## config.mk

```make
export PLATFORM = sky130hd
export DESIGN_NAME = seq_mul_core
export DESIGN_NICKNAME = d
export VERILOG_FILES = /design/src/rtl/seq_mul_pkg.sv /design/src/rtl/seq_mul_addsub.sv /design/src/rtl/seq_mul_core.sv
export SDC_FILE = /design/constraint.sdc
export NUM_CORES = 1
export LEC_CHECK = 0
export ABC_AREA = 1
export BUFFER_PORTS_ARGS = -buffer_cell sky130_fd_sc_hd__buf_2
export CAP_MARGIN = 20
export CORE_MARGIN = 2
export CORE_UTILIZATION = 52
export DETAILED_ROUTE_END_ITERATION = 8
export PLACE_DENSITY = 0.84
export SYNTH_ARGS = -nofsm -noshare
export SYNTH_HDL_FRONTEND = slang
export SYNTH_SLANG_ARGS = --single-unit
```

## constraint.sdc

```tcl
create_clock -name clk -period 3.09 [get_ports clk]
set_input_delay 0.4635 -clock clk [delete_from_list [all_inputs] [get_ports clk]]
set_output_delay 0.4635 -clock clk [all_outputs]
set_load 0.01 [all_outputs]
```

## src/rtl/seq_mul_pkg.sv

```systemverilog
// rtl/seq_mul_pkg.sv - shared FSM state encoding and WIDTH legal range for seq_mul_core
package seq_mul_pkg;

  localparam int WIDTH_MIN = 2;
  localparam int WIDTH_MAX = 16;

  typedef enum logic [1:0] {
    IDLE = 2'd0,
    RUN  = 2'd1,
    DONE = 2'd2
  } state_t;

endpackage

```

## src/rtl/seq_mul_addsub.sv

```systemverilog
// rtl/seq_mul_addsub.sv - (WIDTH+1)-bit add/subtract stage of the shift-add multiplier
// SEQ_MUL_SIGNED_EN: when undefined only the adder is built and sub is ignored.
module seq_mul_addsub #(
  parameter int WIDTH = 8
) (
  input  logic [WIDTH:0] x,
  input  logic [WIDTH:0] y,
  input  logic           sub,
  output logic [WIDTH:0] sum
);

`ifdef SEQ_MUL_SIGNED_EN
  assign sum = sub ? (x - y) : (x + y);
`else
  logic unused_sub;
  assign unused_sub = sub;
  assign sum        = x + y;
`endif

endmodule

```

## src/rtl/seq_mul_core.sv

```systemverilog
// rtl/seq_mul_core.sv - radix-2 sequential shift-add multiplier, one multiplier bit per enabled cycle
// SEQ_MUL_SIGNED_EN: defined -> signed_mode honoured; undefined -> unsigned datapath only.
module seq_mul_core
  import seq_mul_pkg::*;
#(
  parameter int WIDTH = 8
) (
  input  logic                 clk,
  input  logic                 rst_n,
  input  logic                 ena,
  input  logic                 start,
  input  logic [WIDTH-1:0]     a,
  input  logic [WIDTH-1:0]     b,
  input  logic                 signed_mode,
  output logic                 busy,
  output logic                 done,
  output logic [2*WIDTH-1:0]   product
);

  localparam int CW = $clog2(WIDTH);

  if (WIDTH < WIDTH_MIN || WIDTH > WIDTH_MAX) begin : g_width_check
    $error("seq_mul_core: WIDTH out of range");
  end

  state_t            state, state_n;
  logic [CW-1:0]     count;
  logic [WIDTH-1:0]  mcand;
  logic [WIDTH-1:0]  mplier;
  logic [WIDTH:0]    acc;
  logic              sgn;
  logic              accept;
  logic              last;
  logic [WIDTH:0]    addend;
  logic [WIDTH:0]    sum;
  logic [WIDTH:0]    acc_n;
  logic [WIDTH-1:0]  mplier_n;

  assign accept = ena && start && (state != RUN);
  assign last   = (count == '0);
  assign busy   = (state == RUN);
  assign done   = (state == DONE);

  // The multiplier MSB carries negative weight in two's complement, so its partial product is subtracted.
  assign addend = mplier[0] ? {sgn & mcand[WIDTH-1], mcand} : '0;

  seq_mul_addsub #(.WIDTH(WIDTH)) u_addsub (
    .x   (acc),
    .y   (addend),
    .sub (sgn & last),
    .sum (sum)
  );

  assign acc_n    = {sgn & sum[WIDTH], sum[WIDTH:1]};
  assign mplier_n = {sum[0], mplier[WIDTH-1:1]};

`ifdef SEQ_MUL_SIGNED_EN
  always_ff @(posedge clk or negedge rst_n) begin
    if (!rst_n) begin
      sgn <= 1'b0;
    end else if (accept) begin
      sgn <= signed_mode;
    end
  end
`else
  logic unused_signed_mode;
  assign unused_signed_mode = signed_mode;
  assign sgn                = 1'b0;
`endif

  always_ff @(posedge clk or negedge rst_n) begin
    if (!rst_n) begin
      state <= IDLE;
    end else begin
      state <= state_n;
    end
  end

  always_comb begin
    state_n = state;
    if (ena) begin
      case (state)
        IDLE:    if (start) state_n = RUN;
        RUN:     if (last) state_n = DONE;
        DONE:    state_n = start ? RUN : IDLE;
        default: state_n = IDLE;
      endcase
    end
  end

  always_ff @(posedge clk or negedge rst_n) begin
    if (!rst_n) begin
      count   <= '0;
      mcand   <= '0;
      mplier  <= '0;
      acc     <= '0;
      product <= '0;
    end else if (ena) begin
      if (accept) begin
        mcand  <= a;
        mplier <= b;
        acc    <= '0;
        count  <= CW'(WIDTH - 1);
      end else if (state == RUN) begin
        acc    <= acc_n;
        mplier <= mplier_n;
        if (last) begin
          product <= {acc_n[WIDTH-1:0], mplier_n};
        end else begin
          count <= count - 1'b1;
        end
      end
    end
  end

endmodule
```

# After elaboration in Yosys (flattened, before gate mapping)

Cells that the tools add are included.
W data, S select, Z words.

Flip-flop bits (word level): 46
Input bits: 21
Logic and storage cells: 37

Add/sub/neg operators: 2
Eq/ne operators: 6
Muxes and demuxes: 12
Bitwise logic cells: 1
Reduce and logical (&&, ||, !) cells: 10

Operators with widths:

| operator              | number |
|---|---|
| $mux W8               | 3 |
| $mux W9               | 2 |
| $add A9 B8 Y9         | 1 |
| $mux W3               | 3 |
| $pmux W2 S3           | 1 |
| $reduce_and A3 Y1     | 2 |
| $mux W2               | 2 |
| $ne A2 B1 Y1 const B  | 2 |
| $ne A2 B2 Y1 const B  | 2 |
| $reduce_and A2 Y1     | 2 |
| $reduce_and A4 Y1     | 1 |
| $logic_not A3 Y1      | 1 |
| $sub A3 B1 Y3 const B | 1 |
| $eq A2 B1 Y1 const B  | 1 |
| $eq A2 B2 Y1 const B  | 1 |
| $logic_and A1 B1 Y1   | 2 |
| $logic_not A2 Y1      | 1 |
| $reduce_bool A2 Y1    | 1 |
| $mux W1               | 1 |
| $not A1 Y1            | 1 |

# Longest topological paths before layout

Depth in word-level cells: 4
Depth in mapped cells: 13
Depth with buffers taken out: 12

# Modules after synthesis

A second synthesis with hierarchy kept.

Cell total of the unflattened synthesis: 319
Area, all modules: 2504.9 µm²

By module, submodules not included:

| module         | instances | cells an instance | area an instance (µm²) | seq. area each (µm²) |
|---|---|---|---|---|
| seq_mul_core   | 1         | 248               | 2088.3                 | 1126.1 |
| seq_mul_addsub | 1         | 71                | 416.6                  | 0.0 |

# Worst setup path after synthesis

Ideal clock, no wire load.

Kind: reg-to-reg
Start: reg mplier[0]
End: reg product[15]
Library setup time: 117 ps
Arrival time: 1675 ps
Required time: 2973 ps
Slack: 1299 ps
Stages on the path, launching flop included: 14
Clock period less this slack: 1791 ps
Cell sequence: dfrtp_1 clkbuf_1 nand2_1 inv_1 ha_1 fa_1 nand2_1 nand2_1 nand3_1 nand2_1 nand2_1 nand2_1 nand2_1 nand2_1

Word-level cells in the longest chain between the ends: 2

RTL lines:

| item                     | RTL line             | text |
|---|---|---|
| start: declaration       | seq_mul_core.sv:29   | `logic [WIDTH-1:0] mplier;` |
| start signal: assignment | seq_mul_core.sv:106  | `mplier <= mplier_n;` |
| $mux W8                  | seq_mul_core.sv:45   | `assign addend = mplier[0] ? {sgn & mcand[WIDTH-1], mcand} : '0;` |
| $add A9 B8 Y9            | seq_mul_addsub.sv:17 | `assign sum = x + y;` |
| end signal: assignment   | seq_mul_core.sv:108  | `product <= {acc_n[WIDTH-1:0], mplier_n};` |
| end: declaration         | seq_mul_core.sv:17   | `output logic [2*WIDTH-1:0] product` |

Every way passes these cells.
A chain may end at the register's enable or synchronous reset.

# Final worst setup path

Ends and elaborated chain as after synthesis.

==> metrics <==
crit path kind reg2reg; Worst Tran Pin Value 0.557 ns; mapped cell area 0.00234 sq mm; Post-Synthesis Cells 281; post-synthesis async set-or-reset flop share 100%; Crit path largest cell delay 0.49 ns; metal3 WL 208 um; clock skew 0.0100 ns; CTS tree built; Sum Neg Setup Slack 0 ns; number of max-cap violations 0; synth unique cells 24; status complete, no violations; Worst Path Required 3.28 ns; uppermost routed layer met4; DRC 0; max_slew headroom 62.8%; Post-synth EDFFs 0; CP dominant cell by count nand2_1; vias post-DR 1,915; Pre-Repair DR Iteration Count 5; pin count of the biggest net entering global routing 46; number of DRC markers in iteration 0 118; CP bufs+invs 1; Resized cells post-CTS 0; via-per-instance ratio 5.13; CTS buffer count 5; overflow left after global routing 0; Core Region 0.00435 sq mm; Power Total 2.37 mW; P_leak 1.56 nW; Synth Area per Inst 8.32 sq um; final worst slack 1.16 ns; WL met2 2280 um; CP delay by family, top simple AND/OR/NAND/NOR gates; setup violators final 0; PD cells 887 mW/mm^2; Initial Util 53.7%; crit path cell chain nand2_1, inv_1, ha_1, fa_1, nand2_1, nand2_1, nand3_1, nand2_1, nand2_1, nand2_1, nand2_1, nand2_1; FF+latch count, synth 45; Top Ports 39; DP HPWL 3250 um; CTS Hold Buffers Added 0; GRT Overall Usage 20.6%; final core occ 61.4%; Final GP Congestion 0.863; Routed WL per cell 12.4 um; met1 WL 2040 um; CP Depth 12; vias in the first global route 1,901; commonest non-fill, non-tap cell in the layout nand2_1; Inserted Diodes 0; CP Max Fanout 9; final slew viol count 0; worst hold path class in2async; I/O Buffers 37; Max Fclk 519 MHz; crit end category register; Worst VDD drop 0.385 mV; Main synth FF type dfrtp_1; Die Span Y 71.0 um; Root Buffer clkbuf_8; worst skew pair latency 0.30 ns; Clock transition at path regs 0.08 ns; RSZ-0062 raised after global routing no; R2R depth 12; final worst path period need 1.93 ns; cell taking the most area after synthesis dfrtp_1; Hold Vio Cnt, Final 0; Area contributors post-synth dfrtp_1 48%, nand2_1 17%, ha_1 5.4%, inv_1 5.1%, nand3_1 3.4%; pre-CTS WS 1.18 ns; Seq/Total Area, Yosys 48.2%; initial antenna violation count 0; Slowest-stage cell, CP dfrtp_1; die width 71.0 um; setup bufs post-CTS 0; die area 0.00505 sq mm; top cell type's share of synthesized area 48.2%; commonest cells after routing, fill and taps aside 105 x nand2_1, 45 x dfrtp_1, 37 x buf_2; standard-cell rows 24; CTS Sinks 45; global-route wire length before repair 8340 um; DRT antenna net count 0; Post-Layout Cell Count 373; CP Launch Type register; synth warn 0; fin crit share 62.4%; final net count 352; Filler Cells Inserted 379; H-tree levels 2; Critical Path AT 2.12 ns; ratio of cells with drive above 1 in the final layout 21.2%; placed cells 364; Clock Tree Buf Depth 2; area grow syn2layout 14.3%; syn_nets 313; Post-Route WL 4610 um
==> Yosys cell counts, types with 2 or more instances <==
cell type,number
nand2_1,105
dfrtp_1,45
inv_1,32
nand3_1,16
o21ai_0,15
nor2_1,11
ha_1,10
o21ai_2,8
o22ai_1,7
buf_6,5
inv_2,4
o21ai_1,4
a21oi_1,3
nand2_2,2
nand3b_1,2
nor2_2,2
nor2_4,2
nor2_8,2
==> per-layer routing <==
layer,vias up,track usage (%)
met5,-,0
met4,0,6.71
met3,7,4.56
met2,46,35.5
met1,906,25.9
li1,956,-
==> metrics by stage <==
step	hold WS (ns)	area [sq um]
CTS	0.342	2640
global placement	0.458	2530
finish	0.107	2670
floorplan	0.168	2340
global route	0.147	2670
detailed placement	0.461	2530
==> worst paths after layout <==
check,start,endpoint,slack (ns)
max,mplier[0],product[15],1.16
min,rst_n,state[1],0.11
max reg2reg,mplier[0],product[15],1.16
min reg2reg,mcand[7],mcand[7],0.48
min in group clk,a[0],mcand[0],0.36
max in group asynchronous,rst_n,product[15],2.48
==> layout make-up <==
cell class | count | area (sq um) | area share [%]
Sequential cell | 45 | 1130 | 42.2
Tap cell | 52 | 65.1 | 2.44
Timing Repair Buffer | 39 | 220 | 8.24
Clock buffer | 7 | 86.3 | 3.23
Clock inverter | 1 | 30.0 | 1.12
Multi-Input combinational cell | 192 | 1000 | 37.5
Inverter | 37 | 141 | 5.29
==> cells by family after synthesis <==
logic type	synth area share (%)
AND/OR/NAND/NOR	26.7
XOR/XNOR	0.375
adder cells (fa/ha/maj)	6.21
buffers and inverters	8.94
flip-flops	48.2
AO/OA/AOI/OAI	9.58
==> sequential cells by signal (all words and copies together), names as in the netlist <==
register	count
mplier	8
product	16
acc	8
count	3
mcand	8
state	2
==> where the power goes <==
group | switching [mW] | internal [mW] | leakage, nW
clock | 0.192 | 0.264 | 0.0585
sequential | 0.143 | 0.822 | 0.584
combinational | 0.595 | 0.354 | 0.915
total | 0.930 | 1.44 | 1.56
(Power assumes the default switching activity.)
